[config.mk]
export PLATFORM = sky130hd
export DESIGN_NAME = pipeline_hazard_ctrl
export DESIGN_NICKNAME = d
export VERILOG_FILES = /design/src/rtl/pipeline_hazard_ctrl.sv
export SDC_FILE = /design/constraint.sdc
export NUM_CORES = 1
export LEC_CHECK = 0
export ABC_AREA = 1
export BUFFER_PORTS_ARGS = -buffer_cell sky130_fd_sc_hd__buf_2
export CAP_MARGIN = 30
export CORE_MARGIN = 4
export CORE_UTILIZATION = 56
export DETAILED_ROUTE_END_ITERATION = 8
export GPL_ROUTABILITY_DRIVEN = 0
export GPL_TIMING_DRIVEN = 0
export PLACE_DENSITY = 0.81
export SETUP_SLACK_MARGIN = 0.1
export SLEW_MARGIN = 10
export SYNTH_ARGS = -nofsm -noshare
export SYNTH_HDL_FRONTEND = slang
export SYNTH_SLANG_ARGS = --single-unit
[constraint.sdc]
create_clock -name clk -period 5.1 [get_ports clk]
set_clock_uncertainty 0.2 [all_clocks]
set_input_delay 0 -clock clk [delete_from_list [all_inputs] [get_ports clk]]
set_output_delay 0 -clock clk [all_outputs]
set_load 0.005 [all_outputs]
[src/rtl/pipeline_hazard_ctrl.sv]
// Pipeline hazard controller: load-use stall, branch/jump flush, multi-cycle MDU
// stall and memory-wait freeze, with saturating stall/flush statistics.
module pipeline_hazard_ctrl #(
   parameter int MDU_CYCLES = 4
) (
   input  logic        clk,
   input  logic        reset,
   input  logic [4:0]  id_rs,
   input  logic [4:0]  id_rt,
   input  logic        ex_mem_read,
   input  logic [4:0]  ex_rt,
   input  logic        ex_branch_taken,
   input  logic        id_jump,
   input  logic        mdu_start,
   input  logic        mem_wait,
   output logic        pc_write,
   output logic        if_id_load,
   output logic        if_id_flush,
   output logic        id_ex_bubble,
   output logic        id_ex_hold,
   output logic        ex_mem_bubble,
   output logic        ex_mem_hold,
   output logic        mdu_busy,
   output logic [15:0] stall_cycles,
   output logic [7:0]  flush_count
);

   typedef enum logic {RUN, MDU_WAIT} state_t;

   typedef struct packed {
      logic pc_write;
      logic if_id_load;
      logic if_id_flush;
      logic id_ex_bubble;
      logic id_ex_hold;
      logic ex_mem_bubble;
      logic ex_mem_hold;
   } ctl_t;

   localparam ctl_t CTL_OFF  = '0;
   localparam ctl_t CTL_RUN  = '{pc_write: 1'b1, if_id_load: 1'b1, default: 1'b0};
   localparam ctl_t CTL_FRZ  = '{id_ex_hold: 1'b1, ex_mem_hold: 1'b1, default: 1'b0};
   localparam ctl_t CTL_MDU  = '{id_ex_hold: 1'b1, ex_mem_bubble: 1'b1, default: 1'b0};
   localparam ctl_t CTL_BR   = '{pc_write: 1'b1, if_id_flush: 1'b1, id_ex_bubble: 1'b1, default: 1'b0};
   localparam ctl_t CTL_LU   = '{id_ex_bubble: 1'b1, default: 1'b0};
   localparam ctl_t CTL_JMP  = '{pc_write: 1'b1, if_id_flush: 1'b1, default: 1'b0};

   localparam logic [3:0] CNT_INIT = 4'(MDU_CYCLES - 1);

   state_t     state, state_nxt;
   logic [3:0] cnt, cnt_nxt;
   ctl_t       ctl;
   logic       load_use;

   assign load_use = ex_mem_read & (ex_rt != 5'd0) & ((ex_rt == id_rs) | (ex_rt == id_rt));

   // Pipeline registers update on the falling edge; this block follows suit.
   always_ff @(negedge clk or negedge reset) begin
      if (!reset) begin
         state <= RUN;
         cnt   <= 4'd0;
      end else begin
         state <= state_nxt;
         cnt   <= cnt_nxt;
      end
   end

   always_comb begin
      state_nxt = state;
      cnt_nxt   = cnt;
      if (!mem_wait) begin
         case (state)
            RUN: begin
               if (!ex_branch_taken && mdu_start) begin
                  state_nxt = MDU_WAIT;
                  cnt_nxt   = CNT_INIT;
               end
            end
            MDU_WAIT: begin
               if (cnt <= 4'd1) begin
                  state_nxt = RUN;
                  cnt_nxt   = 4'd0;
               end else begin
                  cnt_nxt = cnt - 4'd1;
               end
            end
            default: begin
               state_nxt = RUN;
               cnt_nxt   = 4'd0;
            end
         endcase
      end
   end

   always_comb begin
      ctl = CTL_RUN;
      if (!reset)                 ctl = CTL_OFF;
      else if (mem_wait)          ctl = CTL_FRZ;
      else if (state == MDU_WAIT) ctl = CTL_MDU;
      else if (ex_branch_taken)   ctl = CTL_BR;
      else if (mdu_start)         ctl = CTL_MDU;
      else if (load_use)          ctl = CTL_LU;
      else if (id_jump)           ctl = CTL_JMP;
   end

   assign pc_write      = ctl.pc_write;
   assign if_id_load    = ctl.if_id_load;
   assign if_id_flush   = ctl.if_id_flush;
   assign id_ex_bubble  = ctl.id_ex_bubble;
   assign id_ex_hold    = ctl.id_ex_hold;
   assign ex_mem_bubble = ctl.ex_mem_bubble;
   assign ex_mem_hold   = ctl.ex_mem_hold;
   assign mdu_busy      = (state == MDU_WAIT);

   always_ff @(negedge clk or negedge reset) begin
      if (!reset) begin
         stall_cycles <= 16'd0;
         flush_count  <= 8'd0;
      end else begin
         if (!ctl.pc_write && stall_cycles != 16'hFFFF) stall_cycles <= stall_cycles + 16'd1;
         if (ctl.if_id_flush && flush_count != 8'hFF)   flush_count  <= flush_count + 8'd1;
      end
   end

endmodule

==> key figures, run 1 <==
Routing
  – Vias: 1919
  – First-pass detailed-route iteration total: 4
  – # DRC: 0
  – Total Wirelength: 4299 um
  – 1st-iter DRT viols: 87
  – Post-DR wirelength/cell: 11.14 um
  – Drt via density: 4.972
  – Post-route ant nets: 0

STA
  – Hold slack: 0.1258 ns
  – Slew headroom: 54.34%
  – Slew Viols, Final: 0
  – Final TNS setup: 0 ns
  – Hold Fails Final Rpt: 0
  – Worst Max-Slew Pin Slew: 0.6849 ns
  – RSZ-0062 raised after global routing: false
  – Setup-failing EPs final: 0

Global route
  – GRT overflow: 0
  – Antenna violations before repair: 0
  – Vias in the first global route: 1695
  – GRT Util Overall: 20.35%
  – Maximum number of pins on one net before global-route repair: 32
  – First-pass GRT wire length: 7162 um

Layout
  – Synth-to-Final Area Change: 20.69%
  – Final #Nets: 365
  – Share of layout cells above drive strength 1: 23.24%
  – Commonest non-fill, non-tap cell in the layout: nand2_1
  – Most frequent cells in the layout: nand2_1, buf_2, inv_1
  – Layout fillers: 320
  – Antenna diode count: 0

Setup path
  – R2R Setup Slk: 2.90 ns
  – Critical path endpoint: pc_write
  – Worst setup path startpoint: mdu_busy$_DFFE_NN0N_
  – Setup crit end kind: output port
  – Worst reg2reg path depth: 11
  – Crit path kind: flip-flop to output port
  – WP data required: 4.90 ns
  – Reg2reg end: stall_cycles[10]$_DFFE_NN0P_
  – CP Max Fanout: 9
  – Worst Setup Start Kind: flip-flop
  – Crit path arrival time: 4.38 ns
  – R2R Path Start: stall_cycles[0]$_DFFE_NN0P_

Clock tree
  – # Post-CTS Setup Buffers: 0
  – # H-tree levels: 2
  – Worst-path clk slew: 0.06 ns
  – CTS max path bufs: 2
  – Root Driver: clkbuf_4
  – Clock Latency Late Sink: 0.31 ns
  – Clock sink count: 29
  – Cts repair resizes: 0
  – CTS tree: yes
  – Post-CTS Hold Fix Bufs: 0
  – Number of CTS-inserted buffers: 5

Place
  – Post-DP HPWL: 3378 um
  – PortBufs: 53

Pwr
  – Power Dens Cells: 366.3 nW/um^2
  – VDD IR max: 295.9 uV
  – P_leak: 0.001333 uW

Floorplan
  – Die height: 67.34 um
  – Core Region: 3363 um^2
  – Die area: 4535 um^2
  – Rows: 21
  – Starting Density: 58.63%
  – IO Pins: 54
  – Die W: 67.34 um

Yosys
  – Top cells by area, synth: dfrtn_1, nand2_1, inv_1
  – Syn Inst Count: 279
  – Mapped Nets: 305
  – Yosys top cell by area: dfrtn_1
  – Distinct cells, synth: 25
  – #FFs+latches synth: 29
  – Yosys top cell area share: 36.80%
  – Sequential area share after synthesis: 36.80%
  – Yosys synthesis warning count: 0
  – Syn_area_per_cell: 7.068 um^2
  – Syn Std Cell Area: 1972 um^2

Worst hold path
  – Min-Delay Path Class: input port to output port

Outcome
  – Status: completed

Job
  – Total of max-cap violations: 0
[area by class of cell]
cell class	instances	area, um^2	area share, %
clock inverters	1	30.03	1.262
flip-flops and latches	29	725.7	30.49
inverters	42	157.7	6.625
multi-input cells	204	1057	44.43
repair buffers	53	265.3	11.15
plain buffers	4	31.28	1.314
well taps	46	57.56	2.419
clock buffers	7	55.05	2.313
[sequential cells by signal, summed over array words and instances (netlist names)]
signal        count
flush_count       8
mdu_busy          1
stall_cycles     16
cnt               4
[through the flow]
stage	util, %	cell area (um^2)	total power [uW]	instances	setup slack [ns]
floorplan	-	1972	567.9	279	1.198
global placement	68.23	2295	667.6	378	0.4580
detailed placement	68.23	2295	682.7	378	0.4431
CTS	70.76	2380	880.1	386	0.5198
global route	70.76	2380	948.2	386	0.3504
finish	70.76	2380	871.7	386	0.5210
[critical path, stage by stage (launching register included)]
cell and delay, ns:
dfrtn_1 0.42, nor3_2 0.45, inv_1 0.12, a21oi_2 0.34, buf_2 0.19
[metal layers]
| layer | track usage (%) | up-vias | part of all wire, % |
|---|---|---|---|
| li1 | - | 991 | - |
| met2 | 36.20 | 41 | 49 |
| met1 | 25.26 | 883 | 45 |
| met3 | 4.825 | 4 | 5.4 |
| met4 | 3.544 | 0 | 0.42 |
| met5 | 0 | - | 0 |
[worst min path at each step]
| stage | to | depth (start not counted) | from | slack, ns |
|---|---|---|---|---|
| after floorplan | ex_mem_hold | 2 | mem_wait | -0.11 |
| after global placement | if_id_flush | 4 | id_jump | 0.14 |
| after detailed placement | if_id_flush | 4 | id_jump | 0.13 |
| after CTS | if_id_flush | 4 | id_jump | 0.13 |
| after global routing | if_id_flush | 4 | id_jump | 0.17 |
| final | if_id_flush | 4 | id_jump | 0.13 |
[synth_stat cells]
master and n:
a21oi_1 2, a21oi_2 1, a32o_1 1, a41oi_1 1, buf_2 1, buf_6 2, clkbuf_1 1, dfrtn_1 29
ha_1 4, inv_1 38, inv_2 4, nand2_1 101, nand2_2 2, nand2_4 3, nand3_1 12, nand3_2 3
nand4_1 14, nor2_1 20, nor2_2 1, nor2_4 1, nor3_1 5, nor3_2 1, o21ai_0 11, xnor2_1 14
xor2_1 7
[power breakdown]
group          total [uW]  switching [uW]  leakage [uW]  internal, uW
logic                 308             169      0.000904           139
registers             369            74.4      0.000384           295
clock network         194            77.1     0.0000455           117
total                 872             320       0.00133           551
[cells by family (layout without fill, tap and decap cells)]
| group | after synthesis | in the layout | synth area share (%) |
|---|---|---|---|
| xor+xnor | 21 | 21 | 9.328 |
| buf+inv | 46 | 107 | 9.581 |
| fa+ha+maj | 4 | 4 | 2.538 |
| compound gates | 16 | 16 | 4.695 |
| flops | 29 | 29 | 36.80 |
| simple gates | 163 | 163 | 37.06 |
(Power assumes the default switching activity.)
==> run 2: changes to the inputs <==
--- a/config.mk
+++ b/config.mk
@@ -8,12 +8,14 @@
 export ABC_AREA = 1
 export BUFFER_PORTS_ARGS = -buffer_cell sky130_fd_sc_hd__buf_2
 export CAP_MARGIN = 30
+export CELL_PAD_IN_SITES_DETAIL_PLACEMENT = 1
+export CELL_PAD_IN_SITES_GLOBAL_PLACEMENT = 2
 export CORE_MARGIN = 4
-export CORE_UTILIZATION = 56
+export CORE_UTILIZATION = 30
 export DETAILED_ROUTE_END_ITERATION = 8
 export GPL_ROUTABILITY_DRIVEN = 0
 export GPL_TIMING_DRIVEN = 0
-export PLACE_DENSITY = 0.81
+export PLACE_DENSITY = 0.8
 export SETUP_SLACK_MARGIN = 0.1
 export SLEW_MARGIN = 10
 export SYNTH_ARGS = -nofsm -noshare
==> run 2 against run 1 <==
Compared with the run above: power is 0.64% higher; final area increased by 1.7%; first-iteration DRC count is 40% lower; wire length up 21%; count of clock-buffer cells in the layout unchanged; non-clock buffer count unchanged; sequential share of layout area fell by 0.50 points; combinational power barely moved; final cell count is 7.8% higher; clock power barely moved; register-to-register slack about the same; via count is 0.16% higher.
==> key figures, run 2 (synthesis results as in run 1) <==
Setup path
  – Crit path kind: flip-flop to output port (unchanged)
  – Worst Path Buf+Inv: 2 (unchanged)
  – Slowest CP cell: nor3_2 (unchanged)
  – Reg2reg end: stall_cycles[7]$_DFFE_NN0P_ (was stall_cycles[10]$_DFFE_NN0P_)
  – R2R Path Start: stall_cycles[0]$_DFFE_NN0P_ (unchanged)
  – WP depth: 4 (unchanged)
  – Crit-path leading delay family: simple AND/OR/NAND/NOR gates (unchanged)
  – Critical path endpoint: pc_write (unchanged)
  – R2R Setup Slk: 2.91 ns (was 2.90 ns)
  – Worst reg2reg path depth: 11 (unchanged)
  – Crit path arrival time: 4.40 ns (was 4.38 ns)
  – WP data required: 4.90 ns (about the same)
  – Worst Setup Start Kind: flip-flop (unchanged)
  – CP Max Fanout: 9 (unchanged)
  – Max stage delay on crit path: 0.47 ns (was 0.45 ns)
  – Worst setup path startpoint: mdu_busy$_DFFE_NN0N_ (unchanged)
  – Crit-path cells: nor3_2, inv_1, a21oi_2, buf_2 (unchanged)
  – Setup crit end kind: output port (unchanged)

Clock tree
  – Clock sink count: 29 (unchanged)
  – Root Driver: clkbuf_8 (was clkbuf_4)
  – Number of CTS-inserted buffers: 5 (unchanged)
  – Clock Latency Late Sink: 0.29 ns (was 0.31 ns)
  – Worst-path clk slew: 0.04 ns (was 0.06 ns)
  – # H-tree levels: 2 (unchanged)
  – CTS tree: yes (unchanged)
  – Post-CTS Hold Fix Bufs: 0 (unchanged)
  – CTS max path bufs: 2 (unchanged)
  – # Post-CTS Setup Buffers: 0 (unchanged)
  – Cts repair resizes: 0 (unchanged)

Outcome
  – Status: completed (unchanged)

Place
  – Post-DP HPWL: 4088 um (was 3378 um)
  – PortBufs: 53 (unchanged)

STA
  – Worst Max-Slew Pin Slew: 0.7424 ns (was 0.6849 ns)
  – Slew Viols, Final: 0 (unchanged)
  – Hold Fails Final Rpt: 0 (unchanged)
  – Setup-failing EPs final: 0 (unchanged)
  – Final TNS setup: 0 ns (unchanged)
  – Slew headroom: 50.51% (was 54.34%)
  – RSZ-0062 raised after global routing: false (unchanged)

Routing
  – Post-route ant nets: 0 (unchanged)
  – First-pass detailed-route iteration total: 4 (unchanged)
  – 1st-iter DRT viols: 52 (was 87)
  – Drt via density: 4.620 (was 4.972)
  – Total Wirelength: 5221 um (was 4299 um)
  – Vias: 1922 (was 1919)
  – Post-DR wirelength/cell: 12.55 um (was 11.14 um)
  – # DRC: 0 (unchanged)

Pwr
  – VDD IR max: 167.5 uV (was 295.9 uV)
  – Combinational Power Share: 35.3% (about the same)
  – Sequential share of power: 42.5% (was 42.4%)
  – P_leak: 0.001332 uW (was 0.001333 uW)
  – Switching power: 336.3 uW (was 320.4 uW)
  – Pint: 540.9 uW (was 551.4 uW)
  – Power Dens Cells: 362.5 nW/um^2 (was 366.3 nW/um^2)
  – Sw frac: 38.34% (was 36.75%)
  – Power share of the clock group: 22.2% (was 22.3%)
  – Power Total: 877.3 uW (was 871.7 uW)

Global route
  – GRT Util Overall: 14.11% (was 20.35%)
  – GRT overflow: 0 (unchanged)
  – Antenna violations before repair: 0 (unchanged)
  – First-pass GRT wire length: 8859 um (was 7162 um)
  – Maximum number of pins on one net before global-route repair: 32 (unchanged)
  – Vias in the first global route: 1932 (was 1695)

Floorplan
  – Starting Density: 31.05% (was 58.63%)
  – Die W: 89.08 um (was 67.34 um)
  – Die area: 7934 um^2 (was 4535 um^2)
  – IO Pins: 54 (unchanged)
  – Rows: 29 (was 21)
  – Core Region: 6350 um^2 (was 3363 um^2)
  – Die height: 89.08 um (was 67.34 um)

Layout
  – Commonest non-fill, non-tap cell in the layout: nand2_1 (unchanged)
  – Final #Nets: 365 (unchanged)
  – Top reg by flops: stall_cycles (unchanged)
  – Layout fillers: 827 (was 320)
  – Max reg flops: 16 (unchanged)
  – Antenna diode count: 0 (unchanged)
  – Most frequent cells in the layout: nand2_1, buf_2, inv_1 (unchanged)
  – Synth-to-Final Area Change: 22.72% (was 20.69%)
  – Share of layout cells above drive strength 1: 23.01% (was 23.24%)
  – Regs by FF count: stall_cycles (16), flush_count (8), cnt (4) (unchanged)

Worst hold path
  – Hold Startpoint: id_jump (unchanged)
  – Min-Delay Path Class: input port to output port (unchanged)
  – Hold path depth: 4 (unchanged)

Job
  – Total of max-cap violations: 0 (unchanged)
## run 2: cell type report
| cell class | instances | area [um^2] | share of cell area [%] |
|---|---|---|---|
| timing repair buffer | 53 | 265.3 | 10.96 |
| clock buffer | 7 | 86.33 | 3.568 |
| inverter | 42 | 157.7 | 6.515 |
| multi-input combinational | 204 | 1057 | 43.69 |
| sequential | 29 | 725.7 | 29.99 |
| buffer | 4 | 31.28 | 1.293 |
| tap | 77 | 96.34 | 3.981 |
## run 2: tightest hold or removal path: cells and delay by family
kind                   cells  cell delay, ns
buffers and inverters      3            0.27
AO/OA/AOI/OAI              1            0.06
## run 2: worst min-delay path by stage
| stage | end | slack, ns |
|---|---|---|
| global placement | if_id_flush | 0.12 |
| global route | if_id_flush | 0.17 |
| floorplan | ex_mem_hold | -0.11 |
| CTS | if_id_flush | 0.13 |
| finish | if_id_flush | 0.13 |
| detailed placement | if_id_flush | 0.13 |
## run 2: layer usage
metal	GRT usage, %	part of all wire, %
met1	19.02	48
met2	23.08	46
met3	2.949	5.5
met4	3.654	0.48
met5	0	0
## run 2: metrics by stage
step	std cells	hold WS, ns	setup WS [ns]	utilization [%]	cell area [um^2]
floorplan	279	-0.1114	1.198	-	1972
global placement	409	0.1249	0.2892	36.75	2333
detailed placement	409	0.1256	0.2992	36.75	2333
CTS	416	0.1269	0.4463	38.11	2420
global route	416	0.1735	0.2879	38.11	2420
finish	416	0.1260	0.5009	38.11	2420
## run 2: power groups by stage
stage                     sequential [uW]  clock (uW)  combinational, uW
after global placement                375           0                308
after detailed placement              377           0                316
after CTS                             374         204                318
after floorplan                       365           0                203
after global routing                  385         213                366
final                                 373         194                310
